File: config.mk
export PLATFORM = sky130hd
export DESIGN_NAME = uart_tx_frame
export DESIGN_NICKNAME = d
export VERILOG_FILES = /design/src/rtl/uart_tx_frame.sv
export SDC_FILE = /design/constraint.sdc
export NUM_CORES = 1
export LEC_CHECK = 0
export BUFFER_PORTS_ARGS = -buffer_cell sky130_fd_sc_hd__buf_2
export CAP_MARGIN = 0
export CORE_MARGIN = 2
export CORE_UTILIZATION = 55
export CTS_CLUSTER_DIAMETER = 50
export DETAILED_ROUTE_END_ITERATION = 10
export PLACE_DENSITY = 0.77
export SLEW_MARGIN = 40
export SYNTH_ARGS = -nofsm -noshare
export SYNTH_HDL_FRONTEND = slang
export SYNTH_SLANG_ARGS = --single-unit
File: constraint.sdc
create_clock -name clk_in -period 2.2 [get_ports clk_in]
set_input_delay 0.44 -clock clk_in [delete_from_list [all_inputs] [get_ports clk_in]]
set_output_delay 0.44 -clock clk_in [all_outputs]
set_load 0.1 [all_outputs]
File: src/rtl/uart_tx_frame.sv
// uart_tx_frame: valid/ready UART transmitter; start bit, DATA_BITS data bits LSB first, STOP_BITS stop bits.
// Define UART_TX_PARITY_EN to insert a parity bit (sense set by PARITY_ODD) between the data and stop bits.
module uart_tx_frame #(
    parameter int DATA_BITS    = 8,
    parameter int CLKS_PER_BIT = 16,
    parameter int STOP_BITS    = 1,
    parameter int PARITY_ODD   = 0
) (
    input  logic                 clk_in,
    input  logic                 reset,
    input  logic [DATA_BITS-1:0] data_in,
    input  logic                 data_valid,
    output logic                 data_ready,
    output logic                 data_out,
    output logic                 busy,
    output logic                 done
);

    localparam int CNT_W = $clog2(CLKS_PER_BIT);
    localparam int BIT_W = $clog2(DATA_BITS + 1);
    localparam logic [CNT_W-1:0] CNT_LAST  = CNT_W'(CLKS_PER_BIT - 1);
    localparam logic [BIT_W-1:0] DATA_LAST = BIT_W'(DATA_BITS - 1);
    localparam logic [BIT_W-1:0] STOP_LAST = BIT_W'(STOP_BITS - 1);

    if (DATA_BITS < 5 || DATA_BITS > 9 || CLKS_PER_BIT < 2 ||
        (STOP_BITS != 1 && STOP_BITS != 2) ||
        (PARITY_ODD != 0 && PARITY_ODD != 1)) begin : g_bad_params
        $error("uart_tx_frame: illegal parameter value");
    end

`ifdef UART_TX_PARITY_EN
    typedef enum logic [2:0] {IDLE, START, DATA, PARITY, STOP} state_t;
`else
    typedef enum logic [1:0] {IDLE, START, DATA, STOP} state_t;
`endif

    state_t                 state_q, state_d;
    logic [CNT_W-1:0]       cnt_q, cnt_d;
    logic [BIT_W-1:0]       bit_q, bit_d;
    logic [DATA_BITS-1:0]   shreg_q, shreg_d;
    logic                   line_q, line_d;
    logic                   done_q, done_d;
    logic                   bit_end;
`ifdef UART_TX_PARITY_EN
    logic                   parity_q, parity_d;
`endif

    always_comb begin
        // NOTE: every signal gets a default before the case so no path leaves it unassigned (no latches).
        state_d = state_q;
        cnt_d   = cnt_q;
        bit_d   = bit_q;
        shreg_d = shreg_q;
        line_d  = line_q;
        done_d  = 1'b0;
`ifdef UART_TX_PARITY_EN
        parity_d = parity_q;
`endif
        bit_end = (cnt_q == CNT_LAST);
        if (state_q != IDLE) begin
            cnt_d = bit_end ? '0 : cnt_q + 1'b1;
        end

        case (state_q)
            IDLE: begin
                if (data_valid) begin
                    state_d = START;
                    cnt_d   = '0;
                    bit_d   = '0;
                    shreg_d = data_in;
                    line_d  = 1'b0;
`ifdef UART_TX_PARITY_EN
                    parity_d = (^data_in) ^ (PARITY_ODD != 0);
`endif
                end
            end
            START: begin
                if (bit_end) begin
                    state_d = DATA;
                    line_d  = shreg_q[0];
                end
            end
            DATA: begin
                if (bit_end) begin
                    shreg_d = shreg_q >> 1;
                    if (bit_q == DATA_LAST) begin
                        bit_d = '0;
`ifdef UART_TX_PARITY_EN
                        state_d = PARITY;
                        line_d  = parity_q;
`else
                        state_d = STOP;
                        line_d  = 1'b1;
`endif
                    end else begin
                        bit_d  = bit_q + 1'b1;
                        line_d = shreg_q[1];
                    end
                end
            end
`ifdef UART_TX_PARITY_EN
            PARITY: begin
                if (bit_end) begin
                    state_d = STOP;
                    line_d  = 1'b1;
                end
            end
`endif
            STOP: begin
                // bit counter is reused to count stop bits
                if (bit_end) begin
                    if (bit_q == STOP_LAST) begin
                        state_d = IDLE;
                        bit_d   = '0;
                        done_d  = 1'b1;
                    end else begin
                        bit_d = bit_q + 1'b1;
                    end
                end
            end
            default: state_d = IDLE;
        endcase
    end

    // NOTE: sequential state uses non-blocking assignments so every register samples pre-edge values.
    always_ff @(posedge clk_in) begin
        if (reset) begin
            state_q  <= IDLE;
            cnt_q    <= '0;
            bit_q    <= '0;
            shreg_q  <= '0;
            line_q   <= 1'b1;
            done_q   <= 1'b0;
`ifdef UART_TX_PARITY_EN
            parity_q <= 1'b0;
`endif
        end else begin
            state_q  <= state_d;
            cnt_q    <= cnt_d;
            bit_q    <= bit_d;
            shreg_q  <= shreg_d;
            line_q   <= line_d;
            done_q   <= done_d;
`ifdef UART_TX_PARITY_EN
            parity_q <= parity_d;
`endif
        end
    end

    assign data_ready = (state_q == IDLE);
    assign busy       = (state_q != IDLE);
    assign data_out   = line_q;
    assign done       = done_q;

endmodule

* After elaboration in Yosys (flattened, before gate mapping)
Index checks and enable logic that the tools add are counted.
Storage, ports and cells: register bits 20, output and inout bits 4
Operators by class: add/subtract/negate cells 2, equal/unequal tests 11, multiplexer cells 26, bitwise logic cells 2, reductions and logical operators 11
Operators with widths (number):
- two-way mux 4 bit | 9
- two-way mux 8 bit | 2
- case mux 8 bit (2 select lines) | 1
- two-way mux 2 bit | 6
- != test 2 bit (second input constant) | 6
- case mux 4 bit (3 select lines) | 1
- adder 4 x 1 -> 4 bit (second input constant) | 2
- case mux 2 bit (4 select lines) | 1
- AND reduction 4 bit | 2
- AND reduction 6 bit | 1
- nonzero test 3 bit | 2
- two-way mux 1 bit | 5
- == test 2 bit (second input constant) | 2
- == test 4 x 3 -> 1 bit (second input constant) | 1
- == test 4 bit (second input constant) | 1
- zero test 4 bit | 1
- nonzero test 2 bit | 2
- case mux 1 bit (3 select lines) | 1
- AND reduction 3 bit | 1
- OR reduction 3 bit | 1
- == test 2 x 1 -> 1 bit (second input constant) | 1
- zero test 2 bit | 1
- inverter 1 bit | 2

* Depth between registers and ports, before layout
Gate-level depths: netlist (run 1).
word-level depth 5, depth in mapped cells 8, mapped depth without buffers 6

* Worst setup path after synthesis (run 1)
OpenSTA, ideal clock, no wires.
path type flip-flop to flip-flop, from register state_q[0], to register line_q (netlist: data_out), setup time 66 ps, data arrival time 3117 ps, data required time 2134 ps, path slack -983 ps, stages on the path, launching flop included 7, clock period less this slack 3183 ps, cell sequence dfxtp_1 -> inv_1 -> ha_1 -> inv_1 -> mux2_2 -> or4b_1 -> nand3_1
Between the ends: longest elaborated chain between the ends 3
RTL lines:
- start: declaration | line 37 | state_t state_q, state_d;
- start signal: assignment | line 138 | state_q <= state_d;
- zero test 2 bit (*)
- net data_ready | line 13 | output logic data_ready,
- != test 2 bit (no source line) / nonzero test 3 bit (equally long branches)
- AND reduction 4 bit (no source line)
- end signal: assignment | line 142 | line_q <= line_d;
- end: declaration | line 41 | logic line_q, line_d;
The timed path passes the listed nets; every way through them passes the cells marked *. A chain may end at the register's enable or synchronous reset.

* Final worst setup path (run 1)
from register state_q[0], to register bit_q[3]
Between the ends: longest elaborated chain between the ends 3
RTL lines:
- == test 2 bit / zero test 2 bit (equally long branches) | line 64 | case (state_q)
- != test 2 bit (no source line) / nonzero test 3 bit (equally long branches)
- AND reduction 4 bit (no source line)
- end signal: assignment | line 140 | bit_q <= bit_d;
- end: declaration | line 39 | logic [BIT_W-1:0] bit_q, bit_d;
Parallel ways exist; a longest one is shown, timed or not.

==> summary.md, run 1 <==
| Metric | Value |
|---|---|
| Outcome | finished clean |
| TritonCTS buffer count | 3 |
| IO buf count | 14 |
| Hold WS | around 0.37 ns |
| Critical Path Start | state_q[0] |
| Worst endpoint required time | approximately 2.4 ns |
| Fill cell count | ~180 |
| DRC | 0 |
| Final setup fails | 0 |
| Antenna Nets Post-Route | 0 |
| CTS tree | built |
| Die height | 49.3 um |
| Syn_area_per_cell | around 9.3 um^2 |
| Max-slew violations | 0 |
| Synth Instances | 121 |
| Worst Clk Skew | slightly above 0.0007 ns |
| Worst slew pin tran | ~0.73 ns |
| Vias post-DR | between 900 and 1000 |
| CP cell instances | inv_2, ha_1, buf_4, or2_1, a211oi_2, nand3_1, a31oi_1 |
| Commonest non-fill, non-tap cell in the layout | dfxtp_1 |
| Post-DP HPWL | 1640 um |
| Mapped cell area | ~1100 um^2 |
| Fin. Hold Viols | 0 |
| Max FO, Critical Path | 12 |
| First-pass GRT wire length | ~3900 um |
| Crit-path slowest cell | dfxtp_1 |
| Initial Utilization | 58.0% |
| Synth unique cells | just over 40 |
| Relative slew slack | between 50% and 60% |
| Startpoint types | flop |
| Number of antenna violations at the first check in global routing | 0 |
| Ys flop type | dfxtp_1 |
| Layout cell share with drive strength beyond 1 | between 20 and 25% |
| Crit path max-delay family | compound AO/OA/AOI/OAI gates |
| 1st-iter DRT viols | 10 |
| CTS Root Cell | clkbuf_4 |
| Power density cells | approximately 1400 nW/um^2 |
| Number of global-route vias before repair | just over 900 |
| Worst reg-to-reg setup slack | around 0.24 ns |
| Reg-to-Reg Start | state_q[0] |
| HP Class | primary input to flop |
| Max Root-Sink Buffers | 2 |
| N_diodes | 0 |
| Ys async rst share | 0% |
| Die footprint | about 2400 um^2 |
| Drt first pass iters | 4 |
| Critical path depth | 7 |
| Row cnt | 16 |
| FF/Latch Area | approximately 400 um^2 |
| EDFF count, synth | 0 |
| # IOs | 15 |
| Leak | 0.494 nW |
| Power Total | between 1.5 and 2 mW |
| Most frequent cells in the layout | dfxtp_1 (19), nor2_1 (17), buf_2 (14) |
| CTS sink count | 20 |
| H-tree levels | 1 |
| Synth Warn # | 0 |
| Critical register-to-register path endpoint | bit_q[3] |
| CP Capture Type | flop |
| Synth Net Count | 139 |
| WL final | ~2200 um |
| Post-CTS setup buffers | 0 |
| Post-CTS Hold Buffers | 0 |
| Min cycle time layout | around 2.0 ns |
| Total track usage | about a fifth |
| Max_cap viols | 0 |
| Clk_lat worst skew | about 0.29 ns |
| CP bufs+invs | 2 |
| Area grow syn2layout | 11.2% |
| Largest net degree at the start of global routing | 20 |
| Tcrit/Tclk final | between 80 and 90% |
| CP endpoint | bit_q[3] |
| Routed vias/inst | just under 6 |
| Sequential fraction of the synthesis area | a little over a third |
| Critical Path Max Stage Delay | 0.40 ns |
| Final #Nets | 153 |
| Die Width | between 40 and 50 um |
| Cells on worst reg2reg path | 7 |
| GRT Residual Overflow | 0 |
| Peak VDD IR | a little over 1000 uV |
| Footprint of the multi-input gates | 677 um^2 |
| Max Fclk | about 510 MHz |
| Avg WL per Cell | 13.6 um |
| RSZ-0062 raised after global routing | false |
| Critical Path AT | between 2 and 2.5 ns |
| Clk slew on worst S/H paths | roughly 0.11 ns |
| #FFs+latches synth | 20 |
| Core area | about 1900 um^2 |
| Crit path kind | flop to flop |
| Post-CTS resize count | 0 |
| Placer's final routability congestion estimate | ~0.87 |
==> worst register-to-register path, stage by stage, from the launching register on <==
cell	delay, ns
dfxtp_1	0.40
inv_2	0.08
ha_1	0.29
buf_4	0.23
or2_1	0.29
a211oi_2	0.30
nand3_1	0.12
a31oi_1	0.18
==> cells by family after synthesis <==
| group | count (synthesis) | synth area share [%] |
|---|---|---|
| AOI/OAI and AO/OA | 25 | 17.7 |
| xor gates and xnor gates | 2 | 1.56 |
| buffers and inverters | 12 | 5.78 |
| muxes | 9 | 8.11 |
| DFF | 20 | 35.6 |
| adders and majority gates | 7 | 7.78 |
| and+or+nand+nor | 46 | 23.6 |
==> metal layers <==
layer / wire (um) / share of wire (%) / global-route usage (%) / up-vias
li1: - / - / - / 464
met4: 60 / 2.7 / 10.5 / 0
met3: 70 / 3.2 / 2.76 / 8
met5: 0 / 0 / 0 / -
met2: 1060 / 48 / 34.0 / 20
met1: 1010 / 46 / 25.4 / 444
==> flip-flops by register name (all words and copies together), names as in the netlist <==
name,flops
shreg_q,8
bit_q,4
cnt_q,4
state_q,2
data_out,1
done,1
==> where the power goes <==
group          switching (mW)  internal, mW  leakage, nW  total (mW)
logic                   0.682         0.352        0.309        1.03
clock network           0.107         0.101       0.0210       0.208
registers              0.0615         0.458        0.164       0.519
==> through the flow <==
step                cell area (um^2)  setup slack [ns]  instances  utilization [%]  TNS (ns)
floorplan                       1150            -0.171        121                -    -0.171
global placement                1220             0.347        157             62.6         0
detailed placement              1220             0.266        157             62.6         0
CTS                             1250             0.243        161             64.5         0
global route                    1250            0.0359        161             64.5         0
finish                          1250             0.239        161             64.5         0
==> cells in the mapped netlist (2+ instances only) <==
cell type  number  share of area, %
a211oi_1        7               4.7
a21oi_1         5               2.2
a22oi_1         2               1.3
buf_6           2               2.0
dfxtp_1        20                36
ha_1            7               7.8
inv_1           6               2.0
mux2i_1         8               7.1
nand2_1         7               2.3
nand3_1         6               2.7
nor2_1         17               5.7
nor2b_1         2               1.1
nor4b_1         2               1.6
or4b_1          2               1.8
xor2_1          2               1.6
==> layout make-up <==
cell class,instances,share of cell area [%]
multi-input combinational,89,54.0
tap,27,2.70
clock buffer,4,2.90
sequential,20,32.1
inverter,6,2.10
timing repair buffer,15,6.19
==> how the worst min path moves through the flow <==
stage                     startpoint          to  slack, ns  depth (start not counted)
after floorplan           shreg_q[7]  shreg_q[7]       0.45                          2
after detailed placement    data_out    data_out       0.48                          2
final                     data_valid    cnt_q[3]       0.37                          2
after CTS                 data_valid    cnt_q[3]       0.36                          2
after global routing      data_valid    cnt_q[3]       0.35                          2
after global placement    shreg_q[7]  shreg_q[7]       0.46                          2
(Power assumes the default switching activity.)
==> run 2, diff against run 1 <==
PLACE_DENSITY = not set   (was 0.77)
PLACE_DENSITY_LB_ADDON = 0.15   (was not set)
==> summary.md, run 2 (same netlist as run 1, synthesis figures left out) <==
| Metric | Value |
|---|---|
| Biggest register | shreg_q (unchanged) |
| Crit path kind | flop to flop (unchanged) |
| First-pass GRT wire length | 3590 um (was 3880 um) |
| Total track usage | 19.5% (was 20.4%) |
| Die height | 49.3 um (unchanged) |
| Leak | 0.494 nW (unchanged) |
| Final core utilization | 64.5% (unchanged) |
| Placed instance area | 1220 um^2 (unchanged) |
| Die footprint | 2430 um^2 (unchanged) |
| Number of global-route vias before repair | 816 (was 907) |
| CTS sink count | 20 (unchanged) |
| Max-slew violations | 0 (unchanged) |
| CTS tree | built (unchanged) |
| DRC | 0 (unchanged) |
| Vias post-DR | 908 (was 936) |
| Power density cells | 1410 nW/um^2 (about the same) |
| Startpoint types | flop (unchanged) |
| Fill cell count | 191 (was 179) |
| Max Root-Sink Buffers | 2 (unchanged) |
| Final #Nets | 153 (unchanged) |
| Die Width | 49.3 um (unchanged) |
| Outcome | finished clean (unchanged) |
| Critical Path AT | 2.20 ns (was 2.19 ns) |
| FF/Latch Area | 402 um^2 (unchanged) |
| Post-CTS resize count | 0 (unchanged) |
| Largest net degree at the start of global routing | 20 (unchanged) |
| Max_cap viols | 0 (unchanged) |
| TritonCTS buffer count | 3 (unchanged) |
| Footprint of the multi-input gates | 677 um^2 (unchanged) |
| Final setup fails | 0 (unchanged) |
| Placer's final routability congestion estimate | 0.773 (was 0.870) |
| Routed vias/inst | 5.64 (was 5.81) |
| Most frequent cells in the layout | dfxtp_1 (19), nor2_1 (17), buf_2 (14) (unchanged) |
| Max Fclk | 508 MHz (was 510 MHz) |
| Hold Crit Start | data_valid (unchanged) |
| Number of antenna violations at the first check in global routing | 0 (unchanged) |
| Reg-to-Reg Start | state_q[0] (unchanged) |
| Relative slew slack | 52.8% (was 51.2%) |
| WL final | 2080 um (was 2190 um) |
| CP Capture Type | flop (unchanged) |
| Critical Path Start | state_q[0] (unchanged) |
| Worst Clk Skew | 0.00745 ns (was 0.000716 ns) |
| H-tree levels | 1 (unchanged) |
| Tcrit/Tclk final | 89.4% (was 89.1%) |
| CTS Root Cell | clkbuf_4 (unchanged) |
| IO buf count | 14 (unchanged) |
| Clk slew on worst S/H paths | 0.11 ns (about the same) |
| Worst slew pin tran | 0.706 ns (was 0.731 ns) |
| RSZ-0062 raised after global routing | false (unchanged) |
| Worst endpoint required time | 2.43 ns (about the same) |
| Post-CTS Hold Buffers | 0 (unchanged) |
| # IOs | 15 (unchanged) |
| Peak VDD IR | 776 uV (was 1030 uV) |
| Power Total | 1.77 mW (was 1.76 mW) |
| Clk_lat worst skew | 0.31 ns (was 0.29 ns) |
| Min cycle time layout | 1.97 ns (was 1.96 ns) |
| Fin. Hold Viols | 0 (unchanged) |
| Max FO, Critical Path | 8 (was 12) |
| Fin area | 1250 um^2 (unchanged) |
| Top flop regs | shreg_q: 8 flops, bit_q: 4 flops, cnt_q: 4 flops (unchanged) |
| Row cnt | 16 (unchanged) |
| GRT Residual Overflow | 0 (unchanged) |
| Avg WL per Cell | 12.9 um (was 13.6 um) |
| Post-CTS setup buffers | 0 (unchanged) |
| Drt first pass iters | 4 (unchanged) |
| Layout cell share with drive strength beyond 1 | 22.4% (unchanged) |
| Antenna Nets Post-Route | 0 (unchanged) |
| 1st-iter DRT viols | 10 (unchanged) |
| Max reg flops | 8 (unchanged) |
| Post-DP HPWL | 1510 um (was 1640 um) |
| Commonest non-fill, non-tap cell in the layout | dfxtp_1 (unchanged) |
| Initial Utilization | 58.0% (unchanged) |
| HP Class | primary input to flop (unchanged) |
| N_diodes | 0 (unchanged) |
| Area grow syn2layout | 11.2% (unchanged) |
| Core area | 1940 um^2 (unchanged) |
## run 2: cell counts in the layout (fill, tap and decap cells not counted)
Identical to the previous run, type by type.
## run 2: power breakdown
| part | internal [mW] | total [mW] | switching (mW) |
|---|---|---|---|
| clock network | 0.101 | 0.215 | 0.114 |
| registers | 0.458 | 0.521 | 0.0634 |
| logic | 0.351 | 1.03 | 0.678 |
## run 2: metrics by stage
step	hold WS, ns	instances	setup WS, ns	setup TNS (ns)
final	0.372	161	0.232	0
after global routing	0.368	161	0.0378	0
after CTS	0.362	161	0.219	0
after detailed placement	0.475	157	0.242	0
after global placement	0.467	157	0.347	0
after floorplan	0.446	121	-0.171	-0.171
## run 2: critical path: stages, from the launching register on
cell     delay (ns)
dfxtp_1        0.40
inv_2          0.08
ha_1           0.31
or3_1          0.40
a21oi_1        0.17
or4b_1         0.46
o31ai_1        0.08
## run 2: final cells by class
class / instances / area share (%)
multi-input combinational: 89 / 54.0
sequential: 20 / 32.1
timing repair buffer: 15 / 6.19
clock buffer: 4 / 2.90
tap: 27 / 2.70
inverter: 6 / 2.10
## run 2: path summary, 6_finish.rpt
path | to | slack [ns] | depth (start not counted)
worst max register to register | state_q[0] | 0.23 | 6
worst max-delay path | state_q[0] | 0.23 | 6
worst min register to register | shreg_q[7] | 0.49 | 2
worst min-delay path | cnt_q[3] | 0.37 | 2
## run 2: routing by layer
layer  wire (um)  GRT usage (%)  part of all wire [%]
met1        1000           25.7                    48
met2         970           29.5                    47
met3          70           3.68                   3.4
met4          42           11.4                   2.0
met5           0              0                     0
==> run 3, diff against run 2 <==
CELL_PAD_IN_SITES_DETAIL_PLACEMENT = 1   (was not set)
CELL_PAD_IN_SITES_GLOBAL_PLACEMENT = 2   (was not set)
CORE_UTILIZATION = 34   (was 55)
==> summary.md, run 3 (same netlist as run 1, synthesis figures left out) <==
| Metric | Value |
|---|---|
| Max Root-Sink Buffers | 2 (unchanged) |
| Clk slew on worst S/H paths | 0.12 ns (was 0.11 ns) |
| Die Width | 61.6 um (was 49.3 um) |
| Number of antenna violations at the first check in global routing | 0 (unchanged) |
| Area grow syn2layout | 14.4% (was 11.2%) |
| Placer's final routability congestion estimate | 0.726 (was 0.773) |
| Layout cell share with drive strength beyond 1 | 23.5% (was 22.4%) |
| Crit path max-delay family | buffers and inverters (was simple AND/OR/NAND/NOR gates) |
| CP cell instances | inv_2, ha_4, clkinvlp_4, buf_2 (was inv_2, ha_1, or3_1, a21oi_1, or4b_1, o31ai_1) |
| Clk_lat worst skew | 0.30 ns (was 0.31 ns) |
| Final #Nets | 155 (was 153) |
| CP Capture Type | output pin (was flop) |
| Commonest non-fill, non-tap cell in the layout | dfxtp_1 (unchanged) |
| Antenna Nets Post-Route | 0 (unchanged) |
| CTS Root Cell | clkbuf_4 (unchanged) |
| Fin area | 1290 um^2 (was 1250 um^2) |
| GRT Residual Overflow | 0 (unchanged) |
| Avg WL per Cell | 13.5 um (was 12.9 um) |
| Vias post-DR | 930 (was 908) |
| Final setup fails | 0 (unchanged) |
| TritonCTS buffer count | 3 (unchanged) |
| Max FO, Critical Path | 8 (unchanged) |
| Outcome | finished clean (unchanged) |
| IO buf count | 14 (unchanged) |
| Crit path kind | flop to output pin (was flop to flop) |
| Leak | 0.504 nW (was 0.494 nW) |
| Post-CTS resize count | 0 (unchanged) |
| Startpoint types | flop (unchanged) |
| Post-CTS setup buffers | 0 (unchanged) |
| Post-DP HPWL | 1850 um (was 1510 um) |
| Post-layout worst setup margin | 0.247 ns (was 0.232 ns) |
| Largest net degree at the start of global routing | 20 (unchanged) |
| CP bufs+invs | 3 (was 1) |
| Final core utilization | 41.5% (was 64.5%) |
| CTS tree | built (unchanged) |
| Max-slew violations | 0 (unchanged) |
| Power density cells | 1410 nW/um^2 (about the same) |
| Tcrit/Tclk final | 88.8% (was 89.4%) |
| Crit-path slowest cell | buf_2 (was or4b_1) |
| Routed vias/inst | 5.17 (was 5.64) |
| Initial Utilization | 36.3% (was 58.0%) |
| N_diodes | 0 (unchanged) |
| H-tree levels | 1 (unchanged) |
| Most frequent cells in the layout | dfxtp_1 (19), nor2_1 (17), buf_2 (14) (unchanged) |
| Total track usage | 14.9% (was 19.5%) |
| Worst slew pin tran | 0.489 ns (was 0.706 ns) |
| Worst endpoint required time | 1.76 ns (was 2.43 ns) |
| Biggest register | shreg_q (unchanged) |
| First-pass GRT wire length | 4280 um (was 3590 um) |
| Placed instance area | 1250 um^2 (was 1220 um^2) |
| WL final | 2430 um (was 2080 um) |
| Post-CTS Hold Buffers | 0 (unchanged) |
| Max reg flops | 8 (unchanged) |
| Critical Path Max Stage Delay | 0.43 ns (was 0.46 ns) |
| Row cnt | 20 (was 16) |
| 1st-iter DRT viols | 22 (was 10) |
| # IOs | 15 (unchanged) |
| Number of global-route vias before repair | 967 (was 816) |
| Setup_tns | 0 ns (unchanged) |
| Peak VDD IR | 368 uV (was 776 uV) |
| Min cycle time layout | 1.95 ns (was 1.97 ns) |
| Die height | 61.6 um (was 49.3 um) |
| RSZ-0062 raised after global routing | false (unchanged) |
| Drt first pass iters | 4 (unchanged) |
| Worst Clk Skew | 0.000943 ns (was 0.00745 ns) |
| Core area | 3100 um^2 (was 1940 um^2) |
| Max_cap viols | 0 (unchanged) |
| DRC | 0 (unchanged) |
| Top flop regs | shreg_q: 8 flops, bit_q: 4 flops, cnt_q: 4 flops (unchanged) |
| Pre-CTS setup slack | 0.276 ns (was 0.242 ns) |
| Fin. Hold Viols | 0 (unchanged) |
| HP Class | primary input to flop (unchanged) |
| Max Fclk | 512 MHz (was 508 MHz) |
| CTS sink count | 20 (unchanged) |
| Power Total | 1.82 mW (was 1.77 mW) |
| Critical Path AT | 1.51 ns (was 2.20 ns) |
| Relative slew slack | 67.6% (was 52.8%) |
| Die footprint | 3790 um^2 (was 2430 um^2) |
[run 3: cell types whose count changed in the layout (fill, tap and decap cells not counted)]
cell,previous run,this run
buf_4,1,3
[run 3: cell type report]
class                      instances  area, um^2
sequential                        20         402
tap                               44        55.1
fill                             387        1810
clock buffer                       4        36.3
multi-input combinational         89         677
inverter                           6        26.3
timing repair buffer              17        92.6
[run 3: where the power goes]
part | total, mW | internal [mW] | switching (mW)
clock | 0.217 | 0.101 | 0.116
combinational | 1.08 | 0.383 | 0.701
sequential | 0.519 | 0.458 | 0.0614
total | 1.82 | 0.941 | 0.878
[run 3: metrics by stage]
stage	std cells	hold slack (ns)
after floorplan	121	0.446
after CTS	180	0.376
after global routing	180	0.381
after global placement	176	0.462
after detailed placement	176	0.472
final	180	0.376
[run 3: per-layer routing]
layer / global-route usage (%) / share of wire, % / vias to the layer above
met5: 0 / 0 / -
met4: 6.38 / 1.4 / 0
met3: 1.89 / 2.7 / 4
met2: 25.9 / 48 / 12
met1: 18.4 / 48 / 450
li1: - / - / 464
[run 3: worst paths after layout]
path	depth (start not counted)	slack [ns]	from	endpoint
max	4	0.25	state_q[0]	busy
min	2	0.38	data_valid	cnt_q[3]
max reg2reg	6	0.25	state_q[0]	state_q[0]
min reg2reg	2	0.48	shreg_q[7]	shreg_q[7]
[run 3: worst reg2reg max path, cell delays in order (launching register included)]
cell and delay, ns:
dfxtp_1 0.39, inv_2 0.08, ha_1 0.31, or3_1 0.40
a21oi_1 0.17, or4b_1 0.45, o31ai_1 0.07
